[src/rtl/demux_dispatch_ctrl_pkg.sv]
// Shared types and default sizing for the 1:2 burst dispatcher.
package demux_dispatch_ctrl_pkg;

  typedef enum logic [1:0] {
    IDLE   = 2'd0,
    ROUTE0 = 2'd1,
    ROUTE1 = 2'd2
  } state_t;

  localparam int DEFAULT_WIDTH = 8;
  localparam int DEFAULT_BURST = 4;

endpackage

[src/rtl/demux_dispatch_ctrl_out_reg.sv]
// One output-channel holding register: loads a beat, holds it while stalled,
// and clears valid once the consumer takes it.
module out_reg #(
  parameter int WIDTH = 8
) (
  input  logic             clk,
  input  logic             rst,
  input  logic             load_i,
  input  logic             ready_i,
  input  logic [WIDTH-1:0] data_i,
  output logic             valid_o,
  output logic [WIDTH-1:0] data_o
);

  logic             valid_q;
  logic [WIDTH-1:0] data_q;

  // NOTE: state registers use non-blocking assignments so every flop samples
  // the pre-edge values regardless of process ordering.
  always_ff @(posedge clk) begin
    if (rst) begin
      valid_q <= 1'b0;
      // NOTE: the data register is reset too, so a discarded beat can never
      // reappear on the bus after reset.
      data_q  <= '0;
    end else if (load_i) begin
      // A load wins over a drain in the same cycle: the new beat replaces the old.
      valid_q <= 1'b1;
      data_q  <= data_i;
    end else if (ready_i) begin
      valid_q <= 1'b0;
    end
  end

  assign valid_o = valid_q;
  assign data_o  = data_q;

endmodule

[src/rtl/demux_dispatch_ctrl.sv]
// Burst dispatcher: routes BURST beats to y0, then BURST beats to y1, and so on,
// through two independently draining output registers.
module demux_dispatch_ctrl
  import demux_dispatch_ctrl_pkg::*;
#(
  parameter int WIDTH = DEFAULT_WIDTH,
  parameter int BURST = DEFAULT_BURST
) (
  input  logic             clk,
  input  logic             rst,
  input  logic             en,
  input  logic             in_valid,
  input  logic [WIDTH-1:0] in_data,
  output logic             in_ready,
  output logic             y0_valid,
  output logic [WIDTH-1:0] y0_data,
  input  logic             y0_ready,
  output logic             y1_valid,
  output logic [WIDTH-1:0] y1_data,
  input  logic             y1_ready,
  output logic             sel,
  output logic [3:0]       cnt
);

  localparam logic [3:0] LAST_CNT = 4'(BURST - 1);

  state_t     state_q, state_d;
  logic [3:0] cnt_q, cnt_d;
  logic       xfer;
  logic       load0, load1;

  // The target register can accept when it is empty or being drained this cycle.
  always_comb begin
    // NOTE: every combinational output gets a default first so no path
    // through the case leaves it unassigned and infers a latch.
    in_ready = 1'b0;
    unique case (state_q)
      ROUTE0:  in_ready = en & (~y0_valid | y0_ready);
      ROUTE1:  in_ready = en & (~y1_valid | y1_ready);
      default: in_ready = 1'b0;
    endcase
  end

  assign xfer  = in_valid & in_ready;
  assign load0 = xfer & (state_q == ROUTE0);
  assign load1 = xfer & (state_q == ROUTE1);

  always_comb begin
    state_d = state_q;
    cnt_d   = cnt_q;
    unique case (state_q)
      IDLE: begin
        cnt_d = 4'd0;
        if (en) state_d = ROUTE0;
      end
      ROUTE0, ROUTE1: begin
        if (!en) begin
          state_d = IDLE;
          cnt_d   = 4'd0;
        end else if (xfer) begin
          if (cnt_q == LAST_CNT) begin
            cnt_d   = 4'd0;
            state_d = (state_q == ROUTE0) ? ROUTE1 : ROUTE0;
          end else begin
            cnt_d = cnt_q + 4'd1;
          end
        end
      end
      default: begin
        state_d = IDLE;
        cnt_d   = 4'd0;
      end
    endcase
  end

  always_ff @(posedge clk) begin
    if (rst) begin
      state_q <= IDLE;
      cnt_q   <= 4'd0;
    end else begin
      state_q <= state_d;
      cnt_q   <= cnt_d;
    end
  end

  assign sel = (state_q == ROUTE1);
  assign cnt = cnt_q;

  out_reg #(.WIDTH(WIDTH)) u_y0 (
    .clk     (clk),
    .rst     (rst),
    .load_i  (load0),
    .ready_i (y0_ready),
    .data_i  (in_data),
    .valid_o (y0_valid),
    .data_o  (y0_data)
  );

  out_reg #(.WIDTH(WIDTH)) u_y1 (
    .clk     (clk),
    .rst     (rst),
    .load_i  (load1),
    .ready_i (y1_ready),
    .data_i  (in_data),
    .valid_o (y1_valid),
    .data_o  (y1_data)
  );

endmodule

[config.mk]
export PLATFORM = sky130hd
export DESIGN_NAME = demux_dispatch_ctrl
export DESIGN_NICKNAME = d
export VERILOG_FILES = /design/src/rtl/demux_dispatch_ctrl_pkg.sv /design/src/rtl/demux_dispatch_ctrl_out_reg.sv /design/src/rtl/demux_dispatch_ctrl.sv
export SDC_FILE = /design/constraint.sdc
export NUM_CORES = 1
export LEC_CHECK = 0
export CORE_ASPECT_RATIO = 1.2
export CORE_MARGIN = 3
export CORE_UTILIZATION = 39
export DETAILED_ROUTE_END_ITERATION = 8
export GPL_ROUTABILITY_DRIVEN = 0
export PLACE_DENSITY_LB_ADDON = 0.3
export REMOVE_ABC_BUFFERS = 1
export SYNTH_ARGS = -nofsm -noshare
export SYNTH_HDL_FRONTEND = slang
export SYNTH_SLANG_ARGS = --single-unit
[constraint.sdc]
create_clock -name clk -period 1.8 [get_ports clk]
set_input_delay 0.36 -clock clk [delete_from_list [all_inputs] [get_ports clk]]
set_output_delay 0.36 -clock clk [all_outputs]
set_load 0.01 [all_outputs]
* Word-level counts from Yosys, hierarchy flattened *
Cells that the tools add are included.

operators by class
  bitwise operators = 11
  muxes and demuxes = 12
  reductions and logical operators = 6
  eq/ne operators = 6
  add/sub/neg operators = 1

operator list
  kind                                                  count
  2-to-1 mux 2 bit                                      5
  inequality test 3 bit (second input constant)         2
  bitwise AND 1 bit                                     5
  adder 4 x 1 -> 4 bit (second input constant)          1
  equality test 4 x 2 -> 1 bit (second input constant)  1
  2-to-1 mux 1 bit                                      4
  2-to-1 mux 4 bit                                      1
  inverter 1 bit                                        4
  case mux 2 bit (2 select lines)                       1
  nonzero test 2 bit                                    2
  AND reduction 3 bit                                   1
  OR reduction 3 bit                                    1
  equality test 2 x 1 -> 1 bit (second input constant)  1
  equality test 2 bit (second input constant)           1
  logical NOT 2 bit                                     1
  inequality test 2 bit (second input constant)         1
  bitwise OR 1 bit                                      2
  case mux 1 bit (2 select lines)                       1
  OR reduction 2 bit                                    1

word-level totals
  output and inout bits = 24
  bits in registers = 24
  logic and storage cells = 42

* Longest topological paths before layout *
  depth in word-level cells = 8
  gate-level depth with buffers = 7
  mapped depth without buffers = 6

* Modules after synthesis *
From an unflattened synthesis, not the netlist that was laid out.

unflattened totals
  cells, all modules = 108
  area, all modules = 1072.3 um2

modules (own cells, without submodules)
  module               instances  cells an instance  area each (um2)  seq. area each (um2)
  out_reg              2          30                 321.6            180.2
  demux_dispatch_ctrl  1          48                 429.2            120.1

* Worst setup path before layout *
Ideal clock, no wire load.

  path type = register to register
  from = register state_q[0]
  to = register state_q[0]
  library setup time = 121 ps
  required time = 1679 ps
  slack = 61 ps
  stages on the path, launching flop included = 7
  arrival = 1618 ps
  path through = dfxtp_1 -> inv_1 -> ha_1 -> or3b_4 -> a41oi_2 -> a21oi_2 -> mux2_4

between the ends
  elaborated cells between the ends (all ways) = 15

RTL lines
  item                                    line                       source
  from (decl)                             demux_dispatch_ctrl.sv:27  state_t state_q, state_d;
  from (signal assigned)                  demux_dispatch_ctrl.sv:81  state_q <= state_d;
  equality test 2 bit (*)                 n/a
  via sel                                 demux_dispatch_ctrl.sv:21  output logic sel,
  case mux 1 bit (2 select lines)         demux_dispatch_ctrl.sv:37  unique case (state_q)
  bitwise AND 1 bit                       demux_dispatch_ctrl.sv:44  assign xfer = in_valid & in_ready;
  inequality test 3 bit (no source line)  n/a
  AND reduction 3 bit (no source line)    n/a

The timed path passes the listed nets; every way through them passes the cells marked *. The select of a mux whose other input is x is not followed.
A chain may end at the register's enable or synchronous reset.

* Final worst setup path *
  from = register state_q[1]
  to = output port in_ready

between the ends
  cells in the longest elaborated chain, start to end = 2
  elaborated cells between the ends (all ways) = 3

RTL lines
  item                                                                        line                       source
  equality test 2 bit / equality test 2 x 1 -> 1 bit (equally long branches)  demux_dispatch_ctrl.sv:37
  case mux 1 bit (2 select lines) (*)                                         demux_dispatch_ctrl.sv:37
  to (decl)                                                                   demux_dispatch_ctrl.sv:14  output logic in_ready,

Every way passes the cells marked *; elsewhere a longest branch is shown, timed or not.

==> out/results.ini <==
[detailed_routing]
drc=0
via_per_inst=5.152
route.met3.wl_um=168
first_pass_iters=2
post_drt_wl_per_cell_um=14.07
routed_wirelength_um=2870
dr_total_vias=1051
ant_nets=0
top_layer_used=met4
wl_met2_um=1512
drtIter0Drc=15
wl_met1_um=1181

[grt]
grt_max_degree=15
grt_pass1_wl_um=4836
antenna_found_initial=0
grt_pass1_vias=1152
grt_util_all_layers_pct=18.34
grt_overflow_total=0

[cells_and_area]
final_common_cell=clkdlybuf4s50_1
fillers=227
n_antenna_cell=0
layout_common_cells=35 x clkdlybuf4s50_1, 22 x dfxtp_1, 16 x buf_4
syn2layout_area_growth_pct=58.05
drive_above_1_share_pct=22.81
nets=191
stdcell_count=204

[sta]
tightest_slew_ps=282.5
fin_ws_ps=-92.26
setup_viol=1
slew_headroom_pct=81.11
worst_clock_skew_ps=2.010
grt_setup_unrepaired=yes
max_freq_ghz=0.5285
fin_crit_ps=1892
post-route-period-util_pct=105.1
hold_viol=0
drv_slew=0

[floorplanning]
die-area_um2=3464
core_area_um2=2603
std_cell_rows=20
die_w_um=54.23
start_util_pct=41.83
io_pins=38
die_h_um=63.88

[setup_path]
critPathKind=flop to output port
startpoint_type=flop
cp-end-kind=output port
crit_path_max_fanout=3
crit_required_ps=1440
cp.arrival_ps=1530

[outcome]
status=finished with violations
violations=negative setup slack

[clock_network]
path_clk_slew_ps=140
h-tree-depth=1
cts_hold_buf=0
clk_path_buf_depth=2
cts_tree=done
numCtsBuffers=3
clock_latency_ps=320
cts-root-buf=clkbuf_4
numClockSinks=24

[synthesis]
netlist_area_um2=1089
synth.largest_area_cell=dfxtp_1
yosys_register_bits=24
synth_top_area_share_pct=44.14
ys_seq_area_share_pct=44.14
synth_area_leaders=dfxtp_1 44%, mux2i_1 8.3%, a21oi_1 6.4%
yosysWarnings=0
syn_inst=118
syn_area_per_cell_um2=9.225
synth_cell_type_count=32

[power_and_ir_drop]
p_per_area_nw_per_um2=876.3
p_leak_uw=0.0006119
peakVddDrop_v=0.0005833
fin_total_pwr_uw=1508

[run]
maxCapViolCount=0

[place]
io_buffers=37
dp_hpwl_um=2183
dp.cells=200

[hold_path]
holdCritPathClass=flop to flop

timing repair:
action / in CTS / in global routing
pin swaps: 0 / 2
setup buffers: 0 / 0
setup endpoints to repair: 5 / 12
gates resized for setup: 13 / 5
critical path, stage by stage, from the launching register on:
cell and delay [ps]:
dfxtp_2 390, inv_1 70, ha_1 310, and2_4 180
and3_4 160, buf_6 110
metal layers:
metal / track usage (%) / up-vias
met5: 0 / -
li1: - / 523
met1: 20.20 / 499
met4: 5.607 / 0
met2: 33.23 / 27
met3: 3.963 / 2
state kept, by name, summed over array words and instances (netlist names):
name	count
u_y0.data_o	8
u_y0.valid_o	1
u_y1.data_o	8
state_q	2
cnt	4
u_y1.valid_o	1
synth_stat cells (all sizes together):
master	instances
dfxtp	24
a21oi	15
nor2	12
nand3	10
o21ai	10
mux2i	9
ha	5
inv	5
buf	4
nand2	3
or3	3
clkbuf	2
nand4	2
nor3	2
a41oi	1
and2	1
and3	1
and4	1
mux2	1
nand2b	1
nand3b	1
nor2b	1
nor3b	1
o32ai	1
or2b	1
or3b	1
path summary, 6_finish.rpt:
path | from | end | slack (ps) | cells past startpoint
worst max register to register | state_q[0] | state_q[0] | 30 | 7
worst min-delay path | u_y0.data_o[3] | u_y0.data_o[3] | 490 | 2
worst min register to register | u_y0.data_o[3] | u_y0.data_o[3] | 490 | 2
worst max-delay path | state_q[1] | in_ready | -90 | 5
final cells by class:
class | count | area, um^2 | share of cell area, %
Inverter | 5 | 18.77 | 1.091
Timing Repair Buffer | 55 | 521.8 | 30.33
Sequential cell | 24 | 483.0 | 28.07
Tap cell | 33 | 41.29 | 2.400
Clock inverter | 1 | 30.03 | 1.745
Clock buffer | 3 | 22.52 | 1.309
Multi-Input combinational cell | 83 | 603.1 | 35.05
kinds of logic after synthesis:
| logic type | count (synthesis) | share of synthesized area, % |
|---|---|---|
| multiplexers | 10 | 9.655 |
| AO/OA/AOI/OAI | 27 | 14.14 |
| buffers and inverters | 11 | 5.057 |
| adder cells (fa/ha/maj) | 5 | 5.747 |
| AND/OR/NAND/NOR | 41 | 21.27 |
| flip-flops | 24 | 44.14 |
report_power, final:
group | internal, uW | switching, uW | total [uW] | leakage, uW
registers | 560 | 18.2 | 578 | 0.000194
clock network | 225 | 172 | 397 | 0.0000279
logic | 272 | 259 | 532 | 0.000390
total | 1060 | 450 | 1510 | 0.000612
stage by stage:
step | setup WS [ps] | cell area [um^2] | util (%) | TNS [ps] | hold slack [ps]
6_report | -92.26 | 1720 | 66.11 | -92.26 | 490.0
5_1_grt | -148.7 | 1720 | 66.11 | -148.7 | 524.3
4_1_cts | -113.8 | 1692 | 65.00 | -113.8 | 491.7
3_5_place_dp | -428.4 | 1612 | 61.92 | -3114 | 473.2
3_3_place_gp | -400.1 | 1612 | 61.92 | -2510 | 466.0
2_1_floorplan | -301.4 | 1052 | - | -2526 | 429.1
Power figures use the tool's default switching activity.
